===== src/rtl/clk_bringup_seq.sv =====
// clk_bringup_seq: clkgen then pixel-MMCM reset/lock sequencer; CLK_BRINGUP_LOSS_CNT_EN adds loss_count
module clk_bringup_seq #(
  parameter int RST_CYCLES    = 16,
  parameter int LOCK_TIMEOUT  = 4096,
  parameter int SETTLE_CYCLES = 256,
  parameter int MAX_RETRIES   = 3
) (
  input  logic       clk,
  input  logic       reset_n,
  input  logic       restart,
  input  logic       pix_en,
  input  logic       pll_locked,
  input  logic       mig_pix_clkgen_locked,
  output logic       reset_pixdcm,
  output logic       mig_pix_clkgen_reset,
  output logic       logic_rst,
  output logic       clocks_ready,
  output logic       fault,
`ifdef CLK_BRINGUP_LOSS_CNT_EN
  output logic [7:0] loss_count,
`endif
  output logic [2:0] seq_state,
  output logic [3:0] retry_count
);
  typedef enum logic [2:0] {RST_SYS, WAIT_SYS, RST_PIX, WAIT_PIX, SETTLE, RUN, FAULT} state_t;
  localparam int MAXC = RST_CYCLES > LOCK_TIMEOUT ? (RST_CYCLES > SETTLE_CYCLES ? RST_CYCLES : SETTLE_CYCLES)
                                                  : (LOCK_TIMEOUT > SETTLE_CYCLES ? LOCK_TIMEOUT : SETTLE_CYCLES);
  localparam int CW = $clog2(MAXC) + 1;
  localparam logic [CW-1:0] R_END = CW'(RST_CYCLES - 1);
  localparam logic [CW-1:0] T_END = CW'(LOCK_TIMEOUT - 1);
  localparam logic [CW-1:0] S_END = CW'(SETTLE_CYCLES - 1);
  localparam logic [CW-1:0] ONE   = CW'(1);
  state_t state, state_n, adv;
  logic [CW-1:0] cnt;
  logic [1:0] mig_s, pix_s;
  logic [3:0] retry_n;
  logic mig_lk, pix_lk, mig_loss, pix_loss, tmo;
  assign mig_lk = mig_s[1];
  assign pix_lk = pix_s[1];
  assign seq_state = state;
  // pix_lk low is only a loss once the lock has been seen, i.e. in SETTLE/RUN
  assign mig_loss = state inside {WAIT_PIX, SETTLE, RUN} && !mig_lk;
  assign pix_loss = (state inside {SETTLE, RUN} && !pix_lk) || (state inside {WAIT_PIX, SETTLE, RUN} && !pix_en);
  assign tmo = ((state == WAIT_SYS && !mig_lk) || (state == WAIT_PIX && !pix_lk)) && cnt >= T_END;
  assign adv = state == RST_SYS  ? (cnt >= R_END ? WAIT_SYS : RST_SYS) :
               state == WAIT_SYS ? (mig_lk ? RST_PIX : WAIT_SYS) :
               state == RST_PIX  ? (cnt >= R_END && pix_en ? WAIT_PIX : RST_PIX) :
               state == WAIT_PIX ? (pix_lk ? SETTLE : WAIT_PIX) :
               state == SETTLE   ? (cnt >= S_END ? RUN : SETTLE) : state;
  always_comb begin
    state_n = adv;
    retry_n = retry_count;
    if (restart) begin
      state_n = RST_SYS;
      retry_n = '0;
    end else if (mig_loss) state_n = RST_SYS;
    else if (pix_loss) state_n = RST_PIX;
    else if (tmo) begin
      retry_n = retry_count + 4'd1;
      state_n = retry_n == 4'(MAX_RETRIES) ? FAULT : state == WAIT_SYS ? RST_SYS : RST_PIX;
    end else if (adv == RUN) retry_n = '0;
  end
  // lock synchronizers are held clear while their MMCM is in reset so a stale lock cannot advance
  always_ff @(posedge clk or negedge reset_n) begin
    if (!reset_n) begin
      state                <= RST_SYS;
      cnt                  <= '0;
      retry_count          <= '0;
      mig_s                <= '0;
      pix_s                <= '0;
      reset_pixdcm         <= 1'b1;
      mig_pix_clkgen_reset <= 1'b1;
      logic_rst            <= 1'b1;
      clocks_ready         <= 1'b0;
      fault                <= 1'b0;
    end else begin
      state                <= state_n;
      cnt                  <= (state_n != state || restart) ? '0 : &cnt ? cnt : cnt + ONE;
      retry_count          <= retry_n;
      mig_s                <= mig_pix_clkgen_reset ? 2'b00 : {mig_s[0], mig_pix_clkgen_locked};
      pix_s                <= reset_pixdcm ? 2'b00 : {pix_s[0], pll_locked};
      mig_pix_clkgen_reset <= state_n inside {RST_SYS, FAULT};
      reset_pixdcm         <= state_n inside {RST_SYS, WAIT_SYS, RST_PIX, FAULT};
      logic_rst            <= state_n != RUN;
      clocks_ready         <= state_n == RUN;
      fault                <= state_n == FAULT;
    end
  end
`ifdef CLK_BRINGUP_LOSS_CNT_EN
  logic loss_evt;
  assign loss_evt = state inside {SETTLE, RUN} && !restart && (mig_loss || pix_loss);
  always_ff @(posedge clk or negedge reset_n) begin
    if (!reset_n) loss_count <= '0;
    else if (restart) loss_count <= '0;
    else if (loss_evt && !(&loss_count)) loss_count <= loss_count + 8'd1;
  end
`endif
endmodule

===== config.mk =====
export PLATFORM = sky130hd
export DESIGN_NAME = clk_bringup_seq
export DESIGN_NICKNAME = d
export VERILOG_FILES = /design/src/rtl/clk_bringup_seq.sv
export SDC_FILE = /design/constraint.sdc
export NUM_CORES = 1
export LEC_CHECK = 0
export CELL_PAD_IN_SITES_DETAIL_PLACEMENT = 0
export CELL_PAD_IN_SITES_GLOBAL_PLACEMENT = 1
export CORE_MARGIN = 10
export CORE_UTILIZATION = 47
export CTS_CLUSTER_DIAMETER = 60
export DETAILED_ROUTE_END_ITERATION = 8
export PLACE_DENSITY = 0.93
export SLEW_MARGIN = 20
export SYNTH_ARGS = -nofsm -noshare
export SYNTH_HDL_FRONTEND = slang
export SYNTH_SLANG_ARGS = --single-unit

===== constraint.sdc =====
create_clock -name clk -period 3.36 [get_ports clk]
set_input_delay 0.672 -clock clk [delete_from_list [all_inputs] [get_ports clk]]
set_output_delay 0.672 -clock clk [all_outputs]
set_load 0.05 [all_outputs]

== Yosys cells after proc, flatten, opt, wreduce, memory -nomap -nowiden ==
Cells that the tools add are included.
Widths: inputs -> output; s select.
Cells by class
  add/sub/neg operators: 2
  magnitude comparators: 3
  eq/ne operators: 16
  multiplexer cells: 25
  reduce and logical (&&, ||, !) cells: 22
Operator list (count)
  $mux 3: 11
  $mux 13: 2
  $mux 4: 5
  $eq 3x3->1 const B: 5
  $add 13x1->13 const B: 1
  $ge 13x12->1 const B: 1
  $ge 13x4->1 const B: 1
  $ge 13x8->1 const B: 1
  $reduce_and 13->1: 1
  $eq 3x2->1 const B: 3
  $mux 2: 4
  $logic_and 1x1->1: 7
  $eq 3x1->1 const B: 2
  $logic_not 3->1: 2
  $ne 2x2->1 const B: 3
  $reduce_bool 3->1: 2
  $add 4x1->4 const B: 1
  $eq 4x2->1 const B: 1
  $reduce_bool 2->1: 2
  $reduce_bool 4->1: 1
  $logic_not 1->1: 3
  $logic_or 1x1->1: 3
  $mux 1: 3
  $ne 3x3->1: 1
  other kinds (2): 2
Word-level totals
  flip-flop bits (word level): 29
  input bits: 6
  output and inout bits: 12
  word-level logic and storage cells: 78

== Depth between registers and ports, before layout ==
Gate-level depths: netlist of the first run.
  depth after elaboration: 14
  depth in mapped cells: 9

== Worst setup path after synthesis of the first run ==
No wires, ideal clock.
  path type: reg-to-reg
  start point: reg state[2] (netlist: seq_state[2])
  end point: reg cnt[0]
  library setup time: 0.123 ns
  arrival: 2.163 ns
  slack: 1.074 ns
  stages on the path, launching flop included: 10
  buffers on the path: 3
  clock period less this slack: 2.286 ns
  cells stage by stage: dfrtp_1 > buf_2 > nor2_1 > and3_1 > a221o_1 > and4b_1 > buf_6 > o21ai_4 > buf_8 > nor3_2
On the way
  longest elaborated chain between the ends: 13
  elaborated cells between the ends (all ways): 31
  those cells by class: eq/ne (7); mux (12); reduce/logical (12)
Ends and longest elaborated chain
  start, declared: RTL line 33  | state_t state, state_n, adv;
  start signal, assigned: RTL line 77  | state <= state_n;
  $eq 3x3->1: RTL line 42, 43, 49
  $mux 3: RTL line 49  | state == SETTLE ? (cnt >= S_END ? RUN : SETTLE) : state;
  $mux 3: RTL line 48  | state == WAIT_PIX ? (pix_lk ? SETTLE : WAIT_PIX) :
  $mux 3: RTL line 47  | state == RST_PIX ? (cnt >= R_END && pix_en ? WAIT_PIX : RST_PIX) :
  $mux 3: RTL line 46  | state == WAIT_SYS ? (mig_lk ? RST_PIX : WAIT_SYS) :
  $mux 3: RTL line 45  | assign adv = state == RST_SYS ? (cnt >= R_END ? WAIT_SYS : RST_SYS) :
  $mux 3: RTL line 58  | else if (tmo) begin
  $mux 3: RTL line 57  | else if (pix_loss) state_n = RST_PIX;
  $mux 3 (*): RTL line 56  | end else if (mig_loss) state_n = RST_SYS;
  $mux 3 (*): RTL line 53  | if (restart) begin
  via state_n[0]: RTL line 33
  $ne 3x3->1 (*): RTL line 78  | cnt <= (state_n != state || restart) ? '0 : &cnt ? cnt : cnt + ONE;
  $logic_or 1x1->1 (*): RTL line 78
  $ne 2x2->1 (no source line) / $mux 13 (equally long branches)
  end signal, assigned: RTL line 78
  end, declared: RTL line 34  | logic [CW-1:0] cnt;
The timed path passes the listed nets; every way through them passes the cells marked *.
A chain may end at the register's enable or synchronous reset.

== Worst setup path after layout of the first run ==
  start point: reg cnt[0]
  end point: reg cnt[3]
On the way
  longest elaborated chain between the ends: 14
  elaborated cells between the ends (all ways): 24
  those cells by class: add/sub (1); order compare (3); eq/ne (2); mux (14); reduce/logical (4)
Ends and longest elaborated chain (RTL line)
  $ge 13x8->1: 49
  $mux 1: 49
  $mux 3: 49
  $mux 3: 48
  $mux 3: 47
  $mux 3: 46
  $mux 3: 45
  $mux 3: 58
  $mux 3: 57
  $mux 3: 56
  $mux 3: 53
  $ne 3x3->1: 78
  $logic_or 1x1->1: 78
  $ne 2x2->1 (no source line) / $mux 13 (equally long branches)
Parallel ways exist; a longest one is shown, timed or not. The select of a mux whose other input is x is not followed.

==> flow_summary.yaml, run 1 <==
synthesis:
  synth_area_leader_cell: "dfrtp_1"
  synth_top_area_share_pct: 36.3
  syn-num-nets: 188
  synthArstFlopShare_pct: 100
  syn_inst: 179
  synth-seq-area-share_pct: 40.7
  synth.cell_area_mm2: 0.00179
  ys_ff_latch: 29
  synth_ff_type: "dfrtp_1"
  ys_types: 54
  synthTopCellsByArea: "dfrtp_1, nor3_2, dfstp_2, nand2_1, nor2b_1"
  synth_edf_count: 0
  avgSynthCellArea_um2: 10.0
  yosys_warnings: 0
clocking:
  cts_sinks: 29
  clk_latency_ps: 280
  cts_hold_buffers: 0
  cts.repair.resized: 0
  clkTransAtPathRegs_ps: 60
  cts_made_buffers: 5
  htreeDepth: 2
  clockRootBuffer: "clkbuf_8"
  cts_buffer_depth: 2
  cts_tree: "done"
  post_cts_buffers: 0
routing:
  ant_nets: 0
  num_vias: 1439
  drt_iter0_drc: 95
  wl_per_cell_um: 16.0
  vias_per_cell: 5.87
  drtPass1Iterations: 4
  wirelength_um: 3930
  route.detailed.drc: 0
pwr:
  worst_ir_drop_vdd_mv: 0.208
  p_per_area_mw_per_mm2: 332
  p_int_uw: 533
  power.share.combinational_pct: 5.3
  swShare_pct: 22.0
  p_clk_share_pct: 42.4
  p_seq_share_pct: 52.3
  p_leak_uw: 0.000835
  power.switching_uw: 151
setup_path:
  path_buf_inv: 0
  crit_chain: "ha_1, a21oi_2, o2111ai_1, a221o_1, and4b_1, o21ai_4, nor4_1"
  r2r_slack_ps: 750
  cp_slowest_cell: "dfrtp_1"
  critPathMaxStageDelay_ps: 460
  startpoint: "cnt[0]"
  r2r_end: "cnt[3]"
  worstPathMaxFanout: 13
  required_ps: 3500
  crit_path_end_kind: "register"
  crit_cells: 7
  r2r_cells: 7
  worstSetupEndpoint: "cnt[3]"
  cp_top_family: "compound AO/OA/AOI/OAI gates"
  timing.rr.start: "cnt[0]"
  start_kind: "register"
  path_class: "reg2reg"
  arrival_ps: 2750
cells_and_area:
  fillCellCount: 342
  layout.nets: 205
  layout_commonest_cell: "dfrtp_1"
  final_cell_mix: "dfrtp_1, clkdlybuf4s50_1, nand2_1, nor2_1, nor3_2"
  final_area_mm2: 0.00206
  num_antenna_cells: 0
  final_util_pct: 55.9
  ff_latch_area_um2: 729
  drive_gt1_share_pct: 16.8
  area_delta_synth_final_pct: 15.0
  multi_input_area_um2: 971
job:
  cap_violations: 0
status:
  outcome: "finished, final reports clean"
global_routing:
  grt_max_degree: 17
  grt_overflow_total: 0
  grt_pass1_wl_um: 6600
  grt_antenna_before_repair: 0
  grt_usage_pct: 12.8
  first_global_vias: 1447
sta:
  hold_viol: 0
  skew_ps: 9.89
  layout_min_cycle_time_ps: 2610
  rsz0062_at_grt: "no"
  worst_slew_pin_slew_ps: 699
  finalCritPeriodShare_pct: 77.7
  setup_viol: 0
  max_slew_margin_pct: 53.1
  tns_ps: 0
  clock.fmax_mhz: 383
  finalMaxSlewViolations: 0
floorplan:
  die_area_mm2: 0.00669
  dieHeight_um: 81.8
  core.rowCount: 22
  start_util_pct: 48.6
  core_area_mm2: 0.00369
  ios: 18
  die_width_um: 81.8
place:
  gp_congestion: 0.873
  portBuffers: 17
  placed_area_mm2: 0.00197
  hpwl_um: 2970
min_path:
  min-delay-path-class: "reg2reg"
per-layer routing:
| metal | vias up | part of all wire, % | wire length [um] | global-route usage, % |
|---|---|---|---|---|
| li1 | 684 | - | - | - |
| met1 | 697 | 40 | 1570 | 14.2 |
| met2 | 50 | 50 | 1960 | 21.2 |
| met3 | 8 | 8.2 | 321 | 4.91 |
| met4 | 0 | 1.9 | 74 | 6.12 |
| met5 | - | 0 | 0 | 0 |
per-stage QoR:
step / cells / setup WS (ps) / total power, uW / hold WS, ps
after detailed placement: 237 / 652 / 400 / 454
after CTS: 245 / 743 / 694 / 471
final: 245 / 751 / 684 / 464
after global routing: 245 / 588 / 713 / 500
after global placement: 237 / 715 / 398 / 442
after floorplan: 179 / 1070 / 384 / 376
state kept, by name, indices dropped and copies added, names as in the netlist:
| signal | flops |
|---|---|
| seq_state | 3 |
| mig_s | 2 |
| retry_count | 4 |
| fault | 1 |
| logic_rst | 1 |
| cnt | 13 |
| mig_pix_clkgen_reset | 1 |
| pix_s | 2 |
| reset_pixdcm | 1 |
| clocks_ready | 1 |
synthesized netlist by cell type (all sizes together), types with 6 or more instances:
library cell  number
buf                6
dfrtp             26
inv                7
nand2             16
nand3b             6
nor2              11
nor2b              9
nor3              17
o21ai              6
xor2               6
cell families after synthesis:
logic type      count (synthesis)  synth area share, %
fa+ha+maj                       3                 2.09
compound gates                 34                 16.3
flops                          29                 40.7
buf+inv                        16                 5.16
mux                             2                 1.12
xor+xnor                       10                 4.88
simple gates                   85                 29.8
power by group through the flow:
stage / logic, uW / clock network, uW / registers, uW
after floorplan: 21.1 / 0 / 363
after global placement: 34.8 / 0 / 364
after detailed placement: 36.4 / 0 / 364
after CTS: 36.9 / 299 / 358
after global routing: 40.0 / 315 / 358
final: 36.2 / 290 / 358
worst min-delay path by stage:
stage                              end     start  cells past startpoint
after global placement        pix_s[1]  pix_s[0]                      1
after detailed placement      mig_s[1]  mig_s[0]                      1
after CTS                     mig_s[1]  mig_s[0]                      1
final                         mig_s[1]  mig_s[0]                      1
after global routing          pix_s[1]  pix_s[0]                      1
after floorplan           clocks_ready   reset_n                      0
area by class of cell:
class                   count  area share, %
flip-flops and latches     29           35.4
well taps                  48           2.91
multi-input cells         134           47.1
repair buffers             19           8.98
clock buffers               8           4.37
inverters                   7           1.27
Note: power is estimated with default switching activity, not from simulation.
==> run 2: changes to the inputs <==
CORE_UTILIZATION = 40   (was 47)
PLACE_DENSITY = 0.85   (was 0.93)
clock period = 2.2 ns   (was 3.36 ns; I/O delays follow)
==> run 2 against run 1 <==
Effect of this change:
- core utilization fell by 2.9 points
- first-iteration DRC count fell by 15%
- clock-buffer cell count fell by 1
- combinational power rose by 120%
- worst setup slack got worse by 670 ps
- non-clock buffer count rose by 20
- sequential share of layout area fell by 3.5 points
- die area rose by 13%
- cell area rose by 12%
- largest cell class unchanged
- largest power group unchanged
- highest routed layer unchanged
==> flow_summary.yaml, run 2 (synthesis results as in run 1) <==
cells_and_area:
  layout_commonest_cell: "dfrtp_1"
  multi_input_area_mm2: 0.00102
  area_delta_synth_final_pct: 28.6
  final_cell_mix: "dfrtp_1, buf_4, clkdlybuf4s50_1, nand2_1"
  drive_gt1_share_pct: 30.4
  layout.nets: 225
  largest_register_ffs: 13
  fillCellCount: 392
  ff_latch_area_um2: 734
  regMostFlops: "cnt"
  num_antenna_cells: 0
floorplan:
  core_area_mm2: 0.00435
  ios: 18
  start_util_pct: 41.2
  core.rowCount: 24
  die_area_mm2: 0.00756
  die_width_um: 87.0
  dieHeight_um: 87.0
sta:
  whs_ps: 456
  skew_ps: 4.39
  max_slew_margin_pct: 57.8
  tns_ps: 0
  finalCritPeriodShare_pct: 96.2
  worst_slew_pin_slew_ps: 628
  clock.fmax_mhz: 473
  finalMaxSlewViolations: 0
  hold_viol: 0
  layout_min_cycle_time_ps: 2120
  setup_viol: 0
clocking:
  clockRootBuffer: "clkbuf_8"
  cts_hold_buffers: 0
  clkTransAtPathRegs_ps: 60
  cts_made_buffers: 5
  clk_latency_ps: 270
  cts.repair.resized: 0
  htreeDepth: 2
  cts_tree: "done"
  cts_sinks: 29
  post_cts_buffers: 0
  cts_buffer_depth: 2
global_routing:
  grt_pass1_wl_um: 6580
  grt_max_degree: 30
  grt_overflow_total: 0
  first_global_vias: 1409
  grt_usage_pct: 10.6
  grt_antenna_before_repair: 0
job:
  cap_violations: 0
routing:
  wl_per_cell_um: 14.2
  drt_iter0_drc: 81
  ant_nets: 0
  route.detailed.drc: 0
  wirelength_um: 3830
  num_vias: 1435
  drtPass1Iterations: 4
  vias_per_cell: 5.33
min_path:
  hold_path_depth: 1
  hold_start: "mig_s[0]"
  min-delay-path-class: "reg2reg"
setup_path:
  required_ps: 1760
  startpoint: "seq_state[1]"
  r2r_slack_ps: 110
  crit_path_end_kind: "output pin"
  r2r_end: "cnt[3]"
  timing.rr.start: "cnt[0]"
  path_class: "reg2out"
  worstSetupEndpoint: "seq_state[1]"
  r2r_cells: 8
  worstPathMaxFanout: 10
  start_kind: "register"
  arrival_ps: 1680
place:
  portBuffers: 17
  hpwl_um: 2900
  gp_congestion: 0.838
pwr:
  p_per_area_mw_per_mm2: 473
  worst_ir_drop_vdd_mv: 0.311
  p_leak_uw: 0.000956
status:
  outcome: "finished, final reports clean"
-- run 2: metrics by stage --
step | instance area [um^2] | power (uW) | worst slack (ps) | utilization [%] | std cells
6_report | 2310 | 1090 | 84.2 | 53.0 | 269
5_1_grt | 2310 | 1150 | -6.52 | 53.0 | 269
4_1_cts | 2260 | 1110 | 23.4 | 51.9 | 269
3_5_place_dp | 2160 | 630 | -131 | 49.6 | 261
3_3_place_gp | 2160 | 628 | -76.2 | 49.6 | 261
2_1_floorplan | 1800 | 587 | 8.15 | - | 179
-- run 2: power by group --
part	switching (uW)	internal (uW)	total (uW)
combinational	42.4	38.3	80.7
sequential	3.33	538	542
clock	186	282	468
-- run 2: final cells by class --
type / instances / area share [%]
clock inverter: 1 / 0.217
timing repair buffer: 39 / 15.6
inverter: 7 / 1.14
sequential: 29 / 31.9
multi-input combinational: 134 / 44.2
clock buffer: 7 / 4.18
tap: 52 / 2.82
-- run 2: critical path, stage by stage, from the launching register on --
cell and delay, ps:
dfrtp_2 410, buf_4 190, clkdlybuf4s50_1 820
-- run 2: metal layers --
layer	vias up	track usage [%]	share of wire, %
met5	-	0	0
met4	0	2.65	0.63
met3	2	3.46	4.8
met2	18	16.4	46
met1	687	13.7	48
li1	728	-	-
-- run 2: worst min-delay path by stage --
stage                   endpoint  slack (ps)
CTS                     mig_s[1]         470
global route            mig_s[1]         480
floorplan           clocks_ready         140
global placement        mig_s[1]         440
finish                  mig_s[1]         460
detailed placement      pix_s[1]         460
